[src/rtl/generador_pulsos.sv]
// Pulse-train generator: N pulses of T_ON high / T_OFF low, outputs registered, first pulse on the edge that accepts inicio.
// Start requests are ignored while ocupado is high (no queuing); GEN_PULSOS_ABORTAR_EN adds the abortar input.
module generador_pulsos #(
    parameter int unsigned CICLOS_MS  = 50000,
    parameter int unsigned DUR_ON_MS  = 200,
    parameter int unsigned DUR_OFF_MS = 200,
    parameter int unsigned CUENTA_W   = 4
) (
    input  logic                clk,
    input  logic                rst_n,
    input  logic                inicio,
    input  logic [CUENTA_W-1:0] n_pulsos,
`ifdef GEN_PULSOS_ABORTAR_EN
    input  logic                abortar,
`endif
    output logic                salida,
    output logic                ocupado,
    output logic                fin
);

    localparam logic [31:0] T_ON  = 32'(DUR_ON_MS * CICLOS_MS);
    localparam logic [31:0] T_OFF = 32'(DUR_OFF_MS * CICLOS_MS);
    localparam logic [CUENTA_W-1:0] UNO = CUENTA_W'(1);

    typedef enum logic [1:0] {
        REPOSO,
        ENCENDIDO,
        APAGADO,
        FIN
    } estado_t;

    estado_t             estado_q;
    logic [31:0]         cnt_q;
    logic [CUENTA_W-1:0] restantes_q;
    logic                salida_q;
    logic                ocupado_q;
    logic                fin_q;

    logic abortar_act;
    logic fin_on;
    logic fin_off;

`ifdef GEN_PULSOS_ABORTAR_EN
    // Only meaningful during a train; ignored in REPOSO and FIN.
    assign abortar_act = abortar & ocupado_q;
`else
    assign abortar_act = 1'b0;
`endif

    assign fin_on  = (cnt_q == T_ON - 32'd1);
    assign fin_off = (cnt_q == T_OFF - 32'd1);

    always_ff @(posedge clk) begin
        if (!rst_n) begin
            estado_q    <= REPOSO;
            cnt_q       <= '0;
            restantes_q <= '0;
            salida_q    <= 1'b0;
            ocupado_q   <= 1'b0;
            fin_q       <= 1'b0;
        end else begin
            fin_q <= 1'b0;
            case (estado_q)
                REPOSO, FIN: begin
                    cnt_q <= '0;
                    if (inicio) begin
                        if (n_pulsos != '0) begin
                            restantes_q <= n_pulsos;
                            estado_q    <= ENCENDIDO;
                            salida_q    <= 1'b1;
                            ocupado_q   <= 1'b1;
                        end else begin
                            estado_q <= FIN;
                            fin_q    <= 1'b1;
                        end
                    end else begin
                        estado_q <= REPOSO;
                    end
                end
                ENCENDIDO: begin
                    if (abortar_act) begin
                        estado_q    <= FIN;
                        cnt_q       <= '0;
                        restantes_q <= '0;
                        salida_q    <= 1'b0;
                        ocupado_q   <= 1'b0;
                        fin_q       <= 1'b1;
                    end else if (fin_on) begin
                        estado_q <= APAGADO;
                        cnt_q    <= '0;
                        salida_q <= 1'b0;
                    end else begin
                        cnt_q <= cnt_q + 32'd1;
                    end
                end
                APAGADO: begin
                    if (abortar_act) begin
                        estado_q    <= FIN;
                        cnt_q       <= '0;
                        restantes_q <= '0;
                        salida_q    <= 1'b0;
                        ocupado_q   <= 1'b0;
                        fin_q       <= 1'b1;
                    end else if (fin_off) begin
                        cnt_q <= '0;
                        // The last pulse also gets its full low gap before fin.
                        if (restantes_q > UNO) begin
                            restantes_q <= restantes_q - UNO;
                            estado_q    <= ENCENDIDO;
                            salida_q    <= 1'b1;
                        end else begin
                            restantes_q <= '0;
                            estado_q    <= FIN;
                            ocupado_q   <= 1'b0;
                            fin_q       <= 1'b1;
                        end
                    end else begin
                        cnt_q <= cnt_q + 32'd1;
                    end
                end
                default: begin
                    estado_q    <= REPOSO;
                    cnt_q       <= '0;
                    restantes_q <= '0;
                    salida_q    <= 1'b0;
                    ocupado_q   <= 1'b0;
                end
            endcase
        end
    end

    assign salida  = salida_q;
    assign ocupado = ocupado_q;
    assign fin     = fin_q;

endmodule

[config.mk]
export PLATFORM = sky130hd
export DESIGN_NAME = generador_pulsos
export DESIGN_NICKNAME = d
export VERILOG_FILES = /design/src/rtl/generador_pulsos.sv
export SDC_FILE = /design/constraint.sdc
export NUM_CORES = 1
export LEC_CHECK = 0
export CORE_ASPECT_RATIO = 1.5
export CORE_MARGIN = 8
export CORE_UTILIZATION = 53
export DETAILED_ROUTE_END_ITERATION = 8
export GPL_TIMING_DRIVEN = 0
export MAX_ROUTING_LAYER = met4
export PLACE_DENSITY = 0.83
export SLEW_MARGIN = 20
export SYNTH_ARGS = -nofsm -noshare
export SYNTH_HDL_FRONTEND = slang
export SYNTH_SLANG_ARGS = --single-unit
[constraint.sdc]
create_clock -name clk -period 1.9 [get_ports clk]
set_clock_uncertainty 0.2 [all_clocks]
set_input_delay 0.38 -clock clk [delete_from_list [all_inputs] [get_ports clk]]
set_output_delay 0.38 -clock clk [all_outputs]
set_load 0.05 [all_outputs]
* Word level (Yosys, flattened, before mapping)
Index checks and enable logic that the tools add are counted.
Storage, ports and cells: output and inout port bits 3, register bits 41
Cells by class: multiplexer cells 27, order comparisons 1, reductions and logical operators 8, $add $sub $neg 2, bitwise logic cells 1, equal/unequal tests 10
Operator list (number):
- $pmux 32 s2 | 1
- $add 32x1->32 const B | 1
- $eq 32x24->1 const B | 1
- $mux 32 | 1
- $mux 4 | 4
- $ne 2x2->1 const B | 6
- $mux 1 | 11
- $mux 2 | 5
- $reduce_and 5->1 | 2
- $pmux 4 s2 | 1
- $pmux 1 s3 | 2
- $pmux 2 s3 | 1
- $eq 2x2->1 const B | 2
- $gt 4x1->1 const B | 1
- $reduce_and 4->1 | 1
- $reduce_bool 4->1 | 1
- $reduce_or 2->1 | 2
- $sub 4x1->4 const B | 1
- $eq 2x1->1 const B | 1
- $logic_not 2->1 | 1
- $pmux 1 s2 | 1
- $reduce_and 2->1 | 1
- $not 1->1 | 1

* Logic depth before layout (Yosys ltp)
word-level depth 4, gate-level depth with buffers 8, gate-level depth less buffers 7

* Least setup slack after synthesis
No wires, ideal clock.
path kind register to register, from register cnt_q[0], to register cnt_q[10], cell stages (with the launch flop) 9, slack -0.218 ns, buffers on the path 2, arrival 1.803 ns, clock period less this slack 2.118 ns, cell sequence dfxtp_1 ha_1 nand2_1 or2_4 nor4_4 or3_1 buf_6 buf_12 nor2_2
Between the ends: cells in the longest elaborated chain, start to end 3, elaborated cells between the ends (all ways) 4, classes of those cells add/sub (1); eq/ne (1); mux (2)
RTL lines:
- start, declared | line 33 | logic [31:0] cnt_q;
- start signal, assigned | line 93 | cnt_q <= cnt_q + 32'd1;
- start signal, assigned | line 118 | cnt_q <= cnt_q + 32'd1;
- $add 32x1->32 or $eq 32x24->1 (tied branches)
- $mux 32 * | line 88, 104
- $pmux 32 s2 * | line 63 | case (estado_q)
Every way passes the cells marked *; elsewhere a longest branch is shown, timed or not. A chain may end at the register's enable or synchronous reset.

* Final worst setup path
from register cnt_q[16], to register cnt_q[5]
Between the ends: cells in the longest elaborated chain, start to end 3
RTL lines (line):
- $eq 32x24->1 | 50, 51
- $mux 32 | 88, 104
- $pmux 32 s2 | 63
Every way passes these cells.

==> flow_summary.toml <==
[job]
maxCapViolCount = 0

[placement]
placed_cell_area_um2 = 2300
preCtsSetupSlack_ns = -0.389
hpwl_um = 2810
gp_congestion = 0.782
dp.cells = 290
numPortBuffers = 9

[routing]
firstDrtPassIters = 4
final_antenna_net_count = 0
wl_um = 4740
drc_errors = 0
post_drt_wl_per_cell_um = 15.2
drt-initial-drc-count = 52
vias = 1780
avgViaCountPerCell = 5.71

[worst_setup_path]
crit_type = "reg -> reg"
cp_slowest_stage_delay_ns = 0.40
arrival_ns = 2.13
crit_buf_inv = 3
crit_top_cell = "buf_12"
cp_cell_sequence = "nor4b_4, nand4_1, nor4_4, or3_1, buf_6, buf_12, buf_12, nor2_2"
cp_max_fo = 10
required_ns = 1.89
startpoint_type = "register"
slowest_stage = "nor4_4"
endpoint_kind = "register"
cp_top_family = "simple AND/OR/NAND/NOR gates"

[global_route]
grt_max_degree = 15
grt_pass1_vias = 1854
overflow = 0
antenna_found_initial = 0
track_usage = 0.170
grt_pass1_wl_um = 8160

[timing]
rsz0062_at_grt = "yes"
setup_viol = 41
hold_viol_final = 0
worst_pin_slew_ns = 0.560
whs_ns = 0.287
finalCriticalPeriod_ns = 2.14
tns_ns = -7.84
layout_setup_ws_ns = -0.239
fmax_mhz = 468
slew_viol_final = 0
relSlewSlack = 0.625
min_period_over_period = 1.13

[floorplanning]
core_area_um2 = 3890
die_h_um = 93.5
die_w_um = 67.7
io_pins = 10
die_area_um2 = 6330
start_util = 0.546
rows = 28

[clocking]
htreeDepth = 2
cts_tree = "done"
cts_buffer_depth = 2
clk_latency_ns = 0.30
numCtsBuffers = 5
clk_pin_slew_ns = 0.09
ctsHoldBuffers = 0
numClockSinks = 41
clockRootBuffer = "clkbuf_8"

[synthesis]
synth_seq_cells = 41
async_reset_ff_frac = 0
syn_nets = 248
synthesis.area_um2 = 2120
ys.flop_type = "dfxtp_1"
synth_cell_type_count = 42
synth_enable_flop_cells = 0
synth.most_common_cell = "dfxtp_1"
yosys-top-cells-count = "dfxtp_1 (41), nor2_1 (22), xor2_1 (21), nor2_2 (20)"
yosys.area.top_type = "dfxtp_1"
ys_top_cells_by_area = "dfxtp_1 (39%), xor2_1 (8.7%), nor2_2 (5.9%)"
synth_top_area_frac = 0.386
syn_area_per_cell_um2 = 9.00
seq_area_frac_synth = 0.386
syn_inst = 236
yosysWarnings = 0

[finish]
synthToLayoutAreaGrowth_pct = 24.0
regArea_um2 = 836
postLayoutCellArea_um2 = 2640
final_cells = 312
multiInputGateArea_um2 = 1270
layout-drive-gt1-share = 0.273
nets = 278
nFillCells = 284
antennaDiodeCount = 0

[pwr]
power.density_nw_per_um2 = 788
leakage_nw = 0.961
irDropWorstVdd_v = 0.000959

[outcome]
status = "finished with violations"
failed_checks = "setup timing"

[hold_path]
hp-class = "reg -> reg"
## worst reg2reg max path, delay by kind of cell, from the launching register on
| family | cells | cell delay [ns] |
|---|---|---|
| flip-flops | 1 | 0.37 |
| AND/OR/NAND/NOR | 5 | 1.11 |
| buffers and inverters | 3 | 0.34 |
## layer usage
layer  up-vias  wire (µm)  GRT usage
li1        867          -          -
met1       853       1870      0.168
met2        47       2530      0.289
met3        13        199     0.0503
met4         0        138     0.0841
met5         -          0          -
## flip-flops by register name, summed over array words and instances (netlist names)
name	count
cnt_q	32
estado_q	2
fin	1
ocupado	1
restantes_q	4
salida	1
## through the flow
stage	power [W]	util
5_1_grt	0.00215	0.678
3_5_place_dp	0.00120	0.592
6_report	0.00208	0.678
3_3_place_gp	0.00119	0.592
4_1_cts	0.00210	0.682
2_1_floorplan	0.00113	-
## timing repair
item | CTS | global route
endpoints found under the setup margin | 44 | 41
resized for setup | 19 | 7
pin swaps | 7 | 2
buffers inserted | 15 | 1
gates cloned | 1 | 0
hold endpoints to repair | 0 | 0
## power by group
part	switching, W	leakage, nW	internal, W
combinational	0.000166	0.555	0.000145
clock	0.000330	0.0687	0.000529
sequential	0.0000230	0.337	0.000882
total	0.000520	0.961	0.00156
## cell families (layout without fill, tap and decap cells)
| logic type | Yosys count | after routing | synth area share |
|---|---|---|---|
| buffers and inverters | 18 | 49 | 0.0559 |
| xor gates and xnor gates | 31 | 31 | 0.128 |
| DFF | 41 | 41 | 0.386 |
| muxes | 6 | 6 | 0.0283 |
| adders and majority gates | 5 | 5 | 0.0294 |
| and+or+nand+nor | 114 | 114 | 0.304 |
| AOI/OAI and AO/OA | 21 | 21 | 0.0683 |
## cell type report
cell class / count / area share
multi-input cells: 177 / 0.484
repair buffers: 24 / 0.0817
well taps: 45 / 0.0214
flip-flops and latches: 41 / 0.317
plain buffers: 5 / 0.0266
clock inverters: 3 / 0.0261
inverters: 12 / 0.0171
clock buffers: 5 / 0.0261
## layout by cell type, fill, tap and decap left out, drive strengths merged, types with 5 or more instances in the layout
cell / instances
nor2: 42
dfxtp: 41
xor2: 21
buf: 19
nand3: 17
nand2: 17
inv: 13
xnor2: 10
nand4: 10
mux2i: 6
clkdlybuf4s50: 6
clkbuf: 6
nor4: 6
o21ai: 5
nor3: 5
ha: 5
## final timing paths
check	start	to	slack (ns)	cells past startpoint
worst max-delay path	cnt_q[16]	cnt_q[5]	-0.24	8
worst min-delay path	restantes_q[1]	restantes_q[1]	0.29	2
worst max register to register	cnt_q[16]	cnt_q[5]	-0.24	8
worst min register to register	restantes_q[1]	restantes_q[1]	0.29	2
(Power assumes the default switching activity.)
